$ cat src/rtl/out_dev_fifo_if.sv
// CPU data-bus and transmit-stream signals of out_dev_fifo.
// The CPU/consumer side uses master; the device uses slave.
interface out_dev_fifo_if #(
  parameter int WIDTH  = 32,
  parameter int ADDR_W = 3
);
  logic              en;
  logic [ADDR_W-1:0] addr;
  logic [WIDTH-1:0]  din;
  logic [WIDTH-1:0]  dout;
  logic [WIDTH-1:0]  tx_data;
  logic              tx_valid;
  logic              tx_ready;

  modport master (output en, addr, din, tx_ready, input dout, tx_data, tx_valid);
  modport slave  (input en, addr, din, tx_ready, output dout, tx_data, tx_valid);
endinterface

$ cat src/rtl/out_dev_fifo.sv
// Memory-mapped output device: NREG holding registers, TX FIFO with valid/ready drain, status word.
// Define OUT_DEV_IRQ_EN to add the IRQCFG register and the drain-threshold irq output.
module out_dev_fifo #(
  parameter int WIDTH  = 32,
  parameter int DEPTH  = 8,
  parameter int NREG   = 2,
  parameter int ADDR_W = 3
) (
  input  logic clk,
  input  logic reset,
  out_dev_fifo_if.slave bus
`ifdef OUT_DEV_IRQ_EN
  ,
  output logic irq
`endif
);
  localparam int PW = $clog2(DEPTH);
  localparam int CW = PW + 1;
  localparam logic [ADDR_W-1:0] A_TX   = ADDR_W'(NREG);
  localparam logic [ADDR_W-1:0] A_STAT = ADDR_W'(NREG + 1);
  localparam logic [ADDR_W-1:0] A_CFG  = ADDR_W'(NREG + 2);

  logic [WIDTH-1:0] mem  [DEPTH];
  logic [WIDTH-1:0] hold [NREG];
  logic [WIDTH-1:0] tx_last;
  logic [PW-1:0]    wr_ptr, rd_ptr;
  logic [CW-1:0]    count, count_nxt;
  logic             overflow;
  logic             irq_q;
  logic             pop, push_req, push_ok;
  logic [WIDTH-1:0] rdata;

  assign pop      = (count != '0) && bus.tx_ready;
  assign push_req = bus.en && (bus.addr == A_TX);
  // A full FIFO still accepts a push when the head leaves in the same cycle.
  assign push_ok  = push_req && ((count != CW'(DEPTH)) || pop);

  always_comb begin
    count_nxt = count;
    if (push_ok && !pop)      count_nxt = count + CW'(1);
    else if (!push_ok && pop) count_nxt = count - CW'(1);
  end

  // NOTE: the storage array has no reset; count=0 makes stale entries unreachable.
  always_ff @(posedge clk) begin
    if (push_ok) mem[wr_ptr] <= bus.din;
  end

  always_ff @(posedge clk or posedge reset) begin
    if (reset) begin
      for (int i = 0; i < NREG; i++) hold[i] <= '0;
      tx_last  <= '0;
      wr_ptr   <= '0;
      rd_ptr   <= '0;
      count    <= '0;
      overflow <= 1'b0;
    end else begin
      for (int i = 0; i < NREG; i++)
        if (bus.en && bus.addr == ADDR_W'(i)) hold[i] <= bus.din;
      if (push_ok) begin
        wr_ptr  <= wr_ptr + PW'(1);
        tx_last <= bus.din;
      end
      if (pop) rd_ptr <= rd_ptr + PW'(1);
      count <= count_nxt;
      if (push_req && !push_ok)
        overflow <= 1'b1;
      else if (bus.en && bus.addr == A_STAT && bus.din[18])
        overflow <= 1'b0;
    end
  end

`ifdef OUT_DEV_IRQ_EN
  logic          ie, ie_nxt, cfg_wr;
  logic [CW-1:0] thr, thr_nxt;

  assign cfg_wr  = bus.en && (bus.addr == A_CFG);
  assign ie_nxt  = cfg_wr ? bus.din[0] : ie;
  assign thr_nxt = cfg_wr ? bus.din[CW+7:8] : thr;

  // irq is evaluated on post-edge state so it tracks the count it reports.
  always_ff @(posedge clk or posedge reset) begin
    if (reset) begin
      ie    <= 1'b0;
      thr   <= '0;
      irq_q <= 1'b0;
    end else begin
      ie    <= ie_nxt;
      thr   <= thr_nxt;
      irq_q <= ie_nxt && (count_nxt <= thr_nxt);
    end
  end

  assign irq = irq_q;
`else
  assign irq_q = 1'b0;
`endif

  always_comb begin
    rdata = '0;
    for (int i = 0; i < NREG; i++)
      if (bus.addr == ADDR_W'(i)) rdata = hold[i];
    if (bus.addr == A_TX) rdata = tx_last;
    if (bus.addr == A_STAT) begin
      rdata[CW-1:0] = count;
      rdata[16]     = (count == '0);
      rdata[17]     = (count == CW'(DEPTH));
      rdata[18]     = overflow;
      rdata[19]     = irq_q;
    end
`ifdef OUT_DEV_IRQ_EN
    if (bus.addr == A_CFG) begin
      rdata[0]      = ie;
      rdata[CW+7:8] = thr;
    end
`endif
  end

  assign bus.dout     = rdata;
  assign bus.tx_data  = mem[rd_ptr];
  assign bus.tx_valid = (count != '0);
endmodule

$ cat src/flat_wrapper.sv
// flat-port wrapper written by rule: the top's interface ports become plain ports
module out_dev_fifo_flat 
#(
  parameter int WIDTH  = 32,
  parameter int DEPTH  = 8,
  parameter int NREG   = 2,
  parameter int ADDR_W = 3
)
  (clk, reset, bus_en, bus_addr, bus_din, bus_tx_ready, bus_dout, bus_tx_data, bus_tx_valid);
  out_dev_fifo_if #(.WIDTH(WIDTH), .ADDR_W(ADDR_W)) bus_i ();
  input  logic clk;
  input  logic reset;
  input wire logic [$bits(bus_i.en)-1:0] bus_en;
  input wire logic [$bits(bus_i.addr)-1:0] bus_addr;
  input wire logic [$bits(bus_i.din)-1:0] bus_din;
  input wire logic [$bits(bus_i.tx_ready)-1:0] bus_tx_ready;
  output wire logic [$bits(bus_i.dout)-1:0] bus_dout;
  output wire logic [$bits(bus_i.tx_data)-1:0] bus_tx_data;
  output wire logic [$bits(bus_i.tx_valid)-1:0] bus_tx_valid;
  assign bus_i.en = bus_en;
  assign bus_i.addr = bus_addr;
  assign bus_i.din = bus_din;
  assign bus_i.tx_ready = bus_tx_ready;
  assign bus_dout = bus_i.dout;
  assign bus_tx_data = bus_i.tx_data;
  assign bus_tx_valid = bus_i.tx_valid;
  out_dev_fifo #(.WIDTH(WIDTH), .DEPTH(DEPTH), .NREG(NREG), .ADDR_W(ADDR_W)) u_core (.clk(clk), .reset(reset), .bus(bus_i));
endmodule
$ cat config.mk
export PLATFORM = sky130hd
export DESIGN_NAME = out_dev_fifo_flat
export DESIGN_NICKNAME = d
export VERILOG_FILES = /design/src/rtl/out_dev_fifo_if.sv /design/src/rtl/out_dev_fifo.sv /design/src/flat_wrapper.sv
export SDC_FILE = /design/constraint.sdc
export NUM_CORES = 1
export LEC_CHECK = 0
export ABC_AREA = 1
export CAP_MARGIN = 20
export CORE_ASPECT_RATIO = 1.25
export CORE_MARGIN = 8
export CORE_UTILIZATION = 60
export DETAILED_ROUTE_END_ITERATION = 12
export PLACE_DENSITY_LB_ADDON = 0.08
export SLEW_MARGIN = 20
export SYNTH_ARGS = -nofsm -noshare
export SYNTH_HDL_FRONTEND = slang
export SYNTH_SLANG_ARGS = --single-unit
export TNS_END_PERCENT = 20
$ cat constraint.sdc
create_clock -name clk -period 7.05 [get_ports clk]
set_clock_uncertainty 0.05 [all_clocks]
set_input_delay 1.41 -clock clk [delete_from_list [all_inputs] [get_ports clk]]
set_output_delay 1.41 -clock clk [all_outputs]
set_load 0.005 [all_outputs]
==> impl_metrics.py <==
metrics = {
    "clock_network": {
        "cts-root-to-sink-buffers": 3,
        "post_cts.resized_instances": 0,
        "clkSinkCount": 363,
        "path_clk_slew_ns": 0.06,
        "clk-insertion-delay-late_ns": 0.51,
        "clk_root_buffer_cell": "clkbuf_16",
        "cts_setup_buffers": 0,
        "numCtsBuffers": 35,
        "cts_htree_levels": 2,
        "cts_tree": "built",
        "ctsHoldBuffers": 0,
    },
    "timing": {
        "timing.final.setup_violations": 0,
        "maxClockFrequency_mhz": 182.8,
        "setup_ws_ns": 1.579,
        "maxSlewViolCount": 0,
        "unrepaired_setup_endpoints_after_global_routing": "no",
        "final_hold_violation_count": 0,
        "tns_ns": 0,
        "tightest_slew_ns": 0.9583,
        "min_period_ns": 5.471,
        "slew-limit-headroom_pct": 36.04,
        "layout_worst_path_cycle_share_pct": 77.60,
    },
    "setup_path": {
        "crit_path_end": "bus_tx_data[30]",
        "arrival_ns": 4.01,
        "critical_path.endpoint_type": "output pin",
        "cell_by_cell_trace_of_the_critical_path": "clkinv_2 > buf_4 > nand2_1 > nand2_1 > nand2_1 > o21ai_0 > nand2_1 > nand2_1 > clkdlybuf4s50_1",
        "worst_ep_required_time_ns": 5.59,
        "rr_endpoint": "u_core.count[3]",
        "r2r-start": "u_core.count[0]",
        "setup.worst_path.start_class": "register",
        "r2r_slack_ns": 3.72,
        "cp_num_buf_inv": 3,
        "critPathLaunch": "u_core.rd_ptr[0]",
        "crit_slowest_cell": "clkinv_2",
        "cp_max_fo": 68,
        "critical-path-top-delay-family": "buffers and inverters",
        "criticalPathCategory": "register to output pin",
        "ff2ff_path_depth": 14,
        "worst-path-stages": 9,
        "cp_common_cell": "nand2_1",
        "timing.critical_path.slowest_cell_delay_ns": 0.96,
    },
    "floorplan": {
        "fp-row-count": 65,
        "initial_core_util_pct": 60.48,
        "io_pins": 104,
        "die_boundary_height_um": 193.4,
        "design.die.area_mm2": 0.03053,
        "core_region_area_mm2": 0.02497,
        "floorplan.die.width_um": 157.9,
    },
    "synth": {
        "synth_seq_cells": 363,
        "synth_seq_area_share_pct": 68.64,
        "ys.flop_type": "edfxtp_1",
        "syn_avg_cell_area_um2": 10.26,
        "yosysWarningCount": 0,
        "synthesis.instances": 1472,
        "async_flop_share_pct": 29.48,
        "synth-edff-count": 256,
        "ys_types": 27,
        "netlist_area_mm2": 0.01510,
        "synth.area.top_cells": "edfxtp_1 (51%), dfrtp_1 (18%), nand2_1 (13%), o21ai_0 (4.7%), nor2_1 (4.3%)",
        "post-synth-top-area-fraction_pct": 50.91,
        "synth_nets": 1517,
        "synth_top_area_cell": "edfxtp_1",
    },
    "final_layout": {
        "syn_to_final_growth_pct": 16.17,
        "nNetsFinal": 1600,
        "final_core_utilization_pct": 70.25,
        "fraction_of_final_layout_cells_with_drive_strength_greater_than_1_pct": 5.767,
        "n_antenna_cell": 0,
        "design_area_mm2": 0.01754,
    },
    "power_and_ir_drop": {
        "switching_power_mw": 2.017,
        "max-vdd-ir-drop_uv": 251.4,
        "p_seq_share_pct": 41.9,
        "power.share.combinational_pct": 29.7,
        "clock_power_share_pct": 28.5,
        "power_leakage_nw": 7.166,
        "power.density_mw_per_mm2": 356.8,
        "power.share.switching_pct": 32.22,
        "intPower_mw": 4.243,
    },
    "placement": {
        "dp_hpwl_um": 19480,
        "placement.cell_area_mm2": 0.01643,
        "port-buffer-count": 103,
        "globalplace.congestion": 0.8140,
        "post-place-ws_ns": 1.815,
    },
    "route": {
        "drt_pass1_iterations": 5,
        "via_count": 10568,
        "drt-wirelength-per-cell_um": 18.05,
        "drc_errors": 0,
        "drt.antenna.violating_nets": 0,
        "dr.first_iter.drc_count": 736,
        "post_drt_via_cell_ratio": 5.524,
        "totalWireLength_um": 34540,
    },
    "global_route": {
        "grt.met1_usage_pct": 31.08,
        "gr-max-usage-layer": "met2",
        "first_global_vias": 10511,
        "grt_antenna_before_repair": 0,
        "grt_use_met3_pct": 4.438,
        "globalRouteTotalUtil_pct": 23.02,
        "gr-usage-met2_pct": 37.19,
        "grt.overflow.total": 0,
        "grt_start_max_net_pins": 69,
        "global_route_wire_length_before_repair_um": 55140,
    },
    "min_path": {
        "worst_hold_path.num_cells": 2,
        "worst_min_delay_path_class": "register to register",
    },
    "run_status": {
        "run_status": "finished clean",
    },
    "job": {
        "maxCapViolCount": 0,
    },
}
[synthesized netlist by cell type, types with 2 or more instances]
cell type,count
a21oi_1,6
buf_1,7
buf_2,31
buf_4,6
clkbuf_1,36
dfrtp_1,107
edfxtp_1,256
ha_1,5
inv_1,51
inv_2,2
nand2_1,505
nand2_2,3
nand3_1,68
nand4_1,2
nor2_1,174
nor3_2,4
nor3_4,2
o21ai_0,143
o21ai_1,53
xnor2_1,3
xor2_1,2
[area by class of cell]
class                           count  area, um2
Timing Repair Buffer              126       1236
Fill cell                        1814       7427
Tap cell                          335      419.2
Clock buffer                       46      959.7
Clock inverter                     14      116.4
Multi-Input combinational cell    976       4237
Inverter                           53      202.7
Sequential cell                   363      10370
[worst reg2reg max path, delay by kind of cell, from the launching register on]
kind,cells,cell delay [ns]
buffers and inverters,4,0.86
adder cells (fa/ha/maj),2,0.48
AND/OR/NAND/NOR,8,1.37
flip-flops,1,0.46
[worst min-delay path by stage]
stage | startpoint | to | slack [ns]
6_report | u_core.tx_last[24] | u_core.tx_last[24] | 0.42
5_1_grt | u_core.tx_last[12] | u_core.tx_last[12] | 0.45
4_1_cts | u_core.tx_last[24] | u_core.tx_last[24] | 0.42
3_5_place_dp | u_core.tx_last[12] | u_core.tx_last[12] | 0.41
3_3_place_gp | u_core.tx_last[7] | u_core.tx_last[7] | 0.41
2_1_floorplan | u_core.tx_last[16] | u_core.tx_last[16] | 0.39
[cell families after synthesis]
kind of cell               Yosys count  share of synthesized area, %
buffers and inverters              133                         3.712
AOI/OAI and AO/OA                  202                         6.695
xor gates and xnor gates             5                        0.2901
and+or+nand+nor                    763                         20.11
DFF                                363                         68.64
adders and majority gates            6                        0.5469
[power groups by stage]
| stage | clock, mW | combinational [mW] | sequential [mW] |
|---|---|---|---|
| 2_1_floorplan | 0 | 1.17 | 2.57 |
| 3_3_place_gp | 0 | 1.82 | 2.66 |
| 3_5_place_dp | 0 | 1.87 | 2.66 |
| 4_1_cts | 1.81 | 1.88 | 2.62 |
| 5_1_grt | 1.89 | 2.10 | 2.64 |
| 6_report | 1.78 | 1.86 | 2.62 |
[state kept, by name (all words and copies together) (netlist names)]
signal,cells
u_core.overflow,1
u_core.tx_last,32
u_core.mem,256
u_core.wr_ptr,3
u_core.rd_ptr,3
u_core.count,4
u_core.hold,64
[layer usage]
layer,vias to the layer above,part of all wire [%]
li1,5047,-
met1,5088,42
met2,376,49
met3,57,7.2
met4,0,2.1
met5,-,0
[layout by cell type, fill, tap and decap left out, types with 2 or more instances in the layout]
master	instances
bufinv_16	2
nor3_4	6
clkbuf_16	37
clkbuf_1	9
nand2_2	2
nor2_4	5
o21ai_0	143
nor2_1	169
edfxtp_1	256
a21oi_1	6
ha_1	5
o21ai_1	53
inv_1	49
dfrtp_1	105
buf_4	21
nand2_1	505
clkdlybuf4s50_1	103
xor2_1	2
clkinv_1	7
xnor2_1	3
nand3_1	68
clkinv_2	6
nand4_1	2
[metrics by stage]
stage / hold WS (ns) / total power [mW] / cells
after detailed placement: 0.4085 / 4.523 / 1852
final: 0.4209 / 6.259 / 1913
after global placement: 0.4055 / 4.479 / 1852
after floorplan: 0.3922 / 3.735 / 1472
after CTS: 0.4242 / 6.303 / 1912
after global routing: 0.4467 / 6.631 / 1913
Note: power is estimated with default switching activity, not from simulation.
